===== src/rtl/quad_encoder_counter_pkg.sv =====
// Shared types and helpers for the quadrature encoder counter.
package quad_enc_pkg;

  // Encoder states, named by their {a, b} bit pattern
  typedef enum logic [1:0] {
    Q00 = 2'b00,
    Q01 = 2'b01,
    Q11 = 2'b11,
    Q10 = 2'b10
  } quad_state_t;

  localparam logic [7:0] ASCII_ZERO = 8'h30;
  localparam logic [7:0] ASCII_A    = 8'h41;

  // Upper-case hex character for one nibble
  function automatic logic [7:0] hex_to_ascii(input logic [3:0] n);
    if (n < 4'd10) begin
      return ASCII_ZERO + {4'b0000, n};
    end
    return ASCII_A + {4'b0000, n} - 8'd10;
  endfunction

  // Classify a state transition as {valid, up, illegal}.
  // The up direction walks 00 -> 01 -> 11 -> 10 -> 00.
  function automatic logic [2:0] step_dir(input quad_state_t prev, input quad_state_t cur);
    logic [2:0] res;
    res = 3'b000;
    case ({prev, cur})
      {Q00, Q01}, {Q01, Q11}, {Q11, Q10}, {Q10, Q00}: res = 3'b110;
      {Q01, Q00}, {Q11, Q01}, {Q10, Q11}, {Q00, Q10}: res = 3'b100;
      {Q00, Q11}, {Q11, Q00}, {Q01, Q10}, {Q10, Q01}: res = 3'b001;
      default:                                        res = 3'b000;
    endcase
    return res;
  endfunction

endpackage


===== src/rtl/quad_encoder_counter_if.sv =====
// Encoder pins, clear request and counter outputs bundled as one bus.
interface quad_encoder_counter_if #(
  parameter int CNT_W = 12
);
  logic             a;
  logic             b;
  logic             clear;
  logic [CNT_W-1:0] count;
  logic             step_valid;
  logic             dir;
  logic             err;
  logic [11:0]      rotary_value;

  // Driver side: owns the pins and clear, observes the counter
  modport master (
    output a, b, clear,
    input  count, step_valid, dir, err, rotary_value
  );

  // Counter side
  modport slave (
    input  a, b, clear,
    output count, step_valid, dir, err, rotary_value
  );
endinterface


===== src/rtl/quad_encoder_counter_filter.sv =====
// Synchroniser plus debounce for one raw encoder pin.
module encoder_input_filter #(
  parameter int SYNC_STAGES     = 2,
  parameter int DEBOUNCE_CYCLES = 4
) (
  input  logic clk,
  input  logic reset,
  input  logic raw,
  output logic filtered
);

  localparam int CTR_W = $clog2(DEBOUNCE_CYCLES + 1);
  localparam logic [CTR_W-1:0] CTR_LAST = CTR_W'(DEBOUNCE_CYCLES - 1);

  logic [SYNC_STAGES-1:0] sync_reg;
  logic [CTR_W-1:0]       db_cnt;
  logic                   synced;

  assign synced = sync_reg[SYNC_STAGES-1];

  // Plain flop chain into the clock domain
  always_ff @(posedge clk or posedge reset) begin
    if (reset) begin
      sync_reg <= '0;
    end else begin
      sync_reg <= {sync_reg[SYNC_STAGES-2:0], raw};
    end
  end

  // Accept a new level only after it has differed for DEBOUNCE_CYCLES straight cycles
  always_ff @(posedge clk or posedge reset) begin
    if (reset) begin
      db_cnt   <= '0;
      filtered <= 1'b0;
    end else if (synced != filtered) begin
      if (db_cnt == CTR_LAST) begin
        filtered <= synced;
        db_cnt   <= '0;
      end else begin
        db_cnt <= db_cnt + CTR_W'(1);
      end
    end else begin
      db_cnt <= '0;
    end
  end

endmodule


===== src/rtl/quad_encoder_counter.sv =====
// Quadrature decoder: filtered A/B -> x4 position count, step strobe and ASCII digit.
module quad_encoder_counter
  import quad_enc_pkg::*;
#(
  parameter int CNT_W           = 12,
  parameter int SYNC_STAGES     = 2,
  parameter int DEBOUNCE_CYCLES = 4,
  parameter int SATURATE        = 0
) (
  input  logic                  clk,
  input  logic                  reset,
  quad_encoder_counter_if.slave bus
);

  localparam logic [CNT_W-1:0] COUNT_MAX = '1;

  logic             a_f;
  logic             b_f;
  quad_state_t      prev_state;
  quad_state_t      cur_state;
  logic             step_ok;
  logic             step_up;
  logic             step_bad;
  logic [CNT_W-1:0] count_reg;
  logic [CNT_W-1:0] count_next;
  logic             step_valid_reg;
  logic             dir_reg;
  logic             err_reg;
  logic [11:0]      rotary_reg;

  encoder_input_filter #(
    .SYNC_STAGES    (SYNC_STAGES),
    .DEBOUNCE_CYCLES(DEBOUNCE_CYCLES)
  ) u_filter_a (
    .clk     (clk),
    .reset   (reset),
    .raw     (bus.a),
    .filtered(a_f)
  );

  encoder_input_filter #(
    .SYNC_STAGES    (SYNC_STAGES),
    .DEBOUNCE_CYCLES(DEBOUNCE_CYCLES)
  ) u_filter_b (
    .clk     (clk),
    .reset   (reset),
    .raw     (bus.b),
    .filtered(b_f)
  );

  assign cur_state = quad_state_t'({a_f, b_f});
  assign {step_ok, step_up, step_bad} = step_dir(prev_state, cur_state);

  // Next count: wrap or clamp on a step, clear overrides everything
  always_comb begin
    count_next = count_reg;
    if (step_ok) begin
      if (step_up) begin
        if (!(SATURATE != 0 && count_reg == COUNT_MAX)) begin
          count_next = count_reg + CNT_W'(1);
        end
      end else begin
        if (!(SATURATE != 0 && count_reg == '0)) begin
          count_next = count_reg - CNT_W'(1);
        end
      end
    end
    if (bus.clear) begin
      count_next = '0;
    end
  end

  // Decode state and registered outputs; rotary_value tracks the new count
  always_ff @(posedge clk or posedge reset) begin
    if (reset) begin
      prev_state     <= Q00;
      count_reg      <= '0;
      step_valid_reg <= 1'b0;
      dir_reg        <= 1'b0;
      err_reg        <= 1'b0;
      rotary_reg     <= 12'h030;
    end else begin
      prev_state     <= cur_state;
      step_valid_reg <= step_ok;
      err_reg        <= step_bad;
      if (step_ok) begin
        dir_reg <= step_up;
      end
      count_reg  <= count_next;
      rotary_reg <= {4'b0000, hex_to_ascii(count_next[3:0])};
    end
  end

  assign bus.count        = count_reg;
  assign bus.step_valid   = step_valid_reg;
  assign bus.dir          = dir_reg;
  assign bus.err          = err_reg;
  assign bus.rotary_value = rotary_reg;

endmodule


===== src/flat_wrapper.sv =====
// flat-port wrapper written by rule: the top's interface ports become plain ports
module quad_encoder_counter_flat import quad_enc_pkg::*;
#(
  parameter int CNT_W           = 12,
  parameter int SYNC_STAGES     = 2,
  parameter int DEBOUNCE_CYCLES = 4,
  parameter int SATURATE        = 0
)
  (clk, reset, bus_a, bus_b, bus_clear, bus_count, bus_step_valid, bus_dir, bus_err, bus_rotary_value);
  quad_encoder_counter_if #(.CNT_W(CNT_W)) bus_i ();
  input  logic clk;
  input  logic reset;
  input wire logic [$bits(bus_i.a)-1:0] bus_a;
  input wire logic [$bits(bus_i.b)-1:0] bus_b;
  input wire logic [$bits(bus_i.clear)-1:0] bus_clear;
  output wire logic [$bits(bus_i.count)-1:0] bus_count;
  output wire logic [$bits(bus_i.step_valid)-1:0] bus_step_valid;
  output wire logic [$bits(bus_i.dir)-1:0] bus_dir;
  output wire logic [$bits(bus_i.err)-1:0] bus_err;
  output wire logic [$bits(bus_i.rotary_value)-1:0] bus_rotary_value;
  assign bus_i.a = bus_a;
  assign bus_i.b = bus_b;
  assign bus_i.clear = bus_clear;
  assign bus_count = bus_i.count;
  assign bus_step_valid = bus_i.step_valid;
  assign bus_dir = bus_i.dir;
  assign bus_err = bus_i.err;
  assign bus_rotary_value = bus_i.rotary_value;
  quad_encoder_counter #(.CNT_W(CNT_W), .SYNC_STAGES(SYNC_STAGES), .DEBOUNCE_CYCLES(DEBOUNCE_CYCLES), .SATURATE(SATURATE)) u_core (.clk(clk), .reset(reset), .bus(bus_i));
endmodule

===== config.mk =====
export PLATFORM = sky130hd
export DESIGN_NAME = quad_encoder_counter_flat
export DESIGN_NICKNAME = d
export VERILOG_FILES = /design/src/rtl/quad_encoder_counter_pkg.sv /design/src/rtl/quad_encoder_counter_if.sv /design/src/rtl/quad_encoder_counter_filter.sv /design/src/rtl/quad_encoder_counter.sv /design/src/flat_wrapper.sv
export SDC_FILE = /design/constraint.sdc
export NUM_CORES = 1
export LEC_CHECK = 0
export ABC_AREA = 0
export ABC_CLOCK_PERIOD_IN_PS = 6800
export CORE_MARGIN = 5
export CORE_UTILIZATION = 41
export DETAILED_ROUTE_END_ITERATION = 8
export DONT_BUFFER_PORTS = 1
export GPL_TIMING_DRIVEN = 0
export PLACE_DENSITY = 0.56
export SETUP_SLACK_MARGIN = 0.02
export SLEW_MARGIN = 25
export SYNTH_ARGS = -nofsm -noshare
export SYNTH_HDL_FRONTEND = slang
export SYNTH_HIERARCHICAL = 1
export SYNTH_SLANG_ARGS = --single-unit

===== constraint.sdc =====
create_clock -name clk -period 6.8 [get_ports clk]
set_input_delay 2.04 -clock clk [delete_from_list [all_inputs] [get_ports clk]]
set_output_delay 2.04 -clock clk [all_outputs]
set_load 0.1 [all_outputs]

==> flow_summary.json <==
{
  "globalRouteOverflowTotal": 0,
  "max_stage_delay_ns": 0.56,
  "drc": 0,
  "grt_usage_pct": 14.6,
  "crit_type": "reg -> reg",
  "cts_max_level": 2,
  "cp_cell_sequence": "inv_1, ha_1, mux4_2, buf_2, buf_2, xnor2_1, ha_1, and2_1, a21bo_2, a22oi_2, nor4_1, a211oi_1, xnor2_1, nor2_1",
  "routedWlPerCell_um": 15.0,
  "synthToLayoutAreaGrowth_pct": 8.37,
  "ys_seq_area_share_pct": 39.8,
  "rr_endpoint": "u_core/bus.count[8]$_DFFE_PP0P_",
  "finalWeightedCongestion": 0.817,
  "hold_buffers": 0,
  "wl_mm": 4.82,
  "hold_class": "reg -> reg",
  "critPathArrivalTime_ns": 3.76,
  "chipWidth_um": 84.4,
  "fmax_mhz": 277,
  "die_area_um2": 7130,
  "start_util_pct": 41.8,
  "min_path_cells": 0,
  "setup_tns_ns": 0,
  "timing.rr.start": "u_core/u_filter_a/filtered$_DFFE_PP0P_",
  "relSlewSlack_pct": 31.7,
  "finalHoldViolCount": 0,
  "maxCapViolCount": 0,
  "dp_hpwl_mm": 3.56,
  "utilization_pct": 45.2,
  "path_clk_slew_ns": 0.07,
  "crit_fanout": 10,
  "rows": 27,
  "hp-start": "u_core/u_filter_a/sync_reg[0]$_DFF_PP0_",
  "period_minus_slack_ns": 3.61,
  "status": "complete, no violations",
  "reg2reg_slack_ns": 3.19,
  "grt_pass1_wl_mm": 8.49,
  "rsz0062_at_grt": "false",
  "async_flop_share_pct": 100,
  "layout-drive-gt1-share_pct": 13.7,
  "ys.flop_type": "dfrtp_1",
  "via_per_inst": 5.31,
  "cts_resized": 0,
  "final_cell_mix": "dfrtp_1, nand2_1, nor2_1",
  "startpoint_type": "register",
  "ys_types": 56,
  "syn_area_um2": 2270,
  "antenna_cells": 0,
  "cp-end-kind": "register",
  "synth-edff-count": 0,
  "fin_nets": 267,
  "synth_seq_cells": 36,
  "r2r_cells": 14,
  "holdPathEnd": "u_core/u_filter_a/sync_reg[1]$_DFF_PP0_",
  "clock_latency_ns": 0.28,
  "portBuffers": 0,
  "vias": 1703,
  "dieHeight_um": 84.4,
  "cts_buffer_depth": 2,
  "numCtsBuffers": 5,
  "fin_skew_ns": 0.00191,
  "cts-root-buf": "clkbuf_8",
  "slew_viol_final": 0,
  "setup_violations": 0,
  "antenna_found_initial": 0,
  "fin_crit_sh_pct": 53.0,
  "dr.pass1.iters": 4,
  "grt_start_max_net_pins": 25,
  "antenna_left": 0,
  "worstPathRequired_ns": 6.95,
  "syn_area_per_cell_um2": 9.58,
  "worstMarginPinSlew_ns": 1.03,
  "final_common_cell": "dfrtp_1",
  "ys_warn_count": 6,
  "grt_pass1_vias": 1681,
  "core_area_um2": 5440,
  "clock_sinks": 36,
  "post_cts_buffers": 0,
  "synth_cells": 237,
  "drtIter0Drc": 130,
  "crit_slowest_cell": "mux4_2",
  "top_level_ports": 32,
  "largest_reg_flops": 12,
  "cts_tree": "done"
}
==> critical path: cells and delay by family (launching register included) <==
| family | cells | cell delay, ns |
|---|---|---|
| compound gates | 3 | 0.74 |
| simple gates | 3 | 0.30 |
| flops | 1 | 0.52 |
| mux | 1 | 0.56 |
| xor+xnor | 2 | 0.30 |
| fa+ha+maj | 2 | 0.44 |
| buf+inv | 3 | 0.63 |
==> cells by family (layout without fill, tap and decap cells) <==
| kind of cell | after synthesis | count (layout) | share of synthesized area [%] |
|---|---|---|---|
| fa+ha+maj | 14 | 14 | 7.71 |
| mux | 9 | 9 | 6.17 |
| flops | 36 | 36 | 39.8 |
| other cells | 1 | 5 | 0.165 |
| compound gates | 52 | 52 | 15.4 |
| xor+xnor | 15 | 15 | 6.39 |
| buf+inv | 35 | 43 | 7.05 |
| simple gates | 75 | 75 | 17.4 |
==> area by class of cell <==
type                       instances  area, um^2
clock inverter                     1        8.76
sequential                        36         903
clock buffer                       7        76.3
buffer                            20         104
fill                             535        2980
inverter                          15        56.3
tap                               72        90.1
multi-input combinational        170        1220
==> layer usage <==
| layer | share of wire [%] | global-route usage (%) | up-vias |
|---|---|---|---|
| li1 | - | - | 846 |
| met1 | 47 | 18.8 | 810 |
| met2 | 45 | 22.7 | 45 |
| met3 | 7.7 | 6.08 | 2 |
| met4 | 0.50 | 3.88 | 0 |
| met5 | 0 | 0 | - |
==> stage by stage <==
stage	worst slack [ns]	hold slack [ns]	instance area, um^2	cells
4_1_cts	3.19	0.352	2460	321
2_1_floorplan	3.63	0.331	2290	241
3_3_place_gp	3.20	0.332	2380	313
6_report	3.19	0.351	2460	321
3_5_place_dp	3.22	0.336	2380	313
5_1_grt	2.96	0.371	2460	321
==> worst max-delay path by stage <==
stage / startpoint / endpoint / slack (ns) / cells past startpoint
floorplan: bus_clear / u_core/bus.rotary_value[2]$_DFF_PP0_ / 3.63 / 6
global placement: u_core/u_filter_a/filtered$_DFFE_PP0P_ / u_core/bus.count[8]$_DFFE_PP0P_ / 3.20 / 14
detailed placement: u_core/u_filter_a/filtered$_DFFE_PP0P_ / u_core/bus.count[8]$_DFFE_PP0P_ / 3.22 / 14
CTS: u_core/u_filter_a/filtered$_DFFE_PP0P_ / u_core/bus.count[8]$_DFFE_PP0P_ / 3.19 / 14
global route: u_core/u_filter_a/filtered$_DFFE_PP0P_ / u_core/bus.count[8]$_DFFE_PP0P_ / 2.96 / 14
finish: u_core/u_filter_a/filtered$_DFFE_PP0P_ / u_core/bus.count[8]$_DFFE_PP0P_ / 3.19 / 14
==> Yosys cell counts, drive strengths merged (4+ instances only) <==
library cell  count  share of area (%)
dfrtp            34                 37
nand2            18                3.0
nor2             18                3.1
inv              15                2.5
o21ai            15                3.5
ha               14                7.7
buf              13                3.4
xnor2            13                5.0
nor3              9                2.0
a21oi             8                1.8
clkbuf            7                1.2
nand3             7                1.5
nor3b             7                2.5
a211oi            5                1.7
a22oi             4                1.5
mux2              4                2.3
nand4             4                1.1
Power is not shown: default switching activity piles up to over one toggle a cycle in this logic, so the estimate is an artifact.
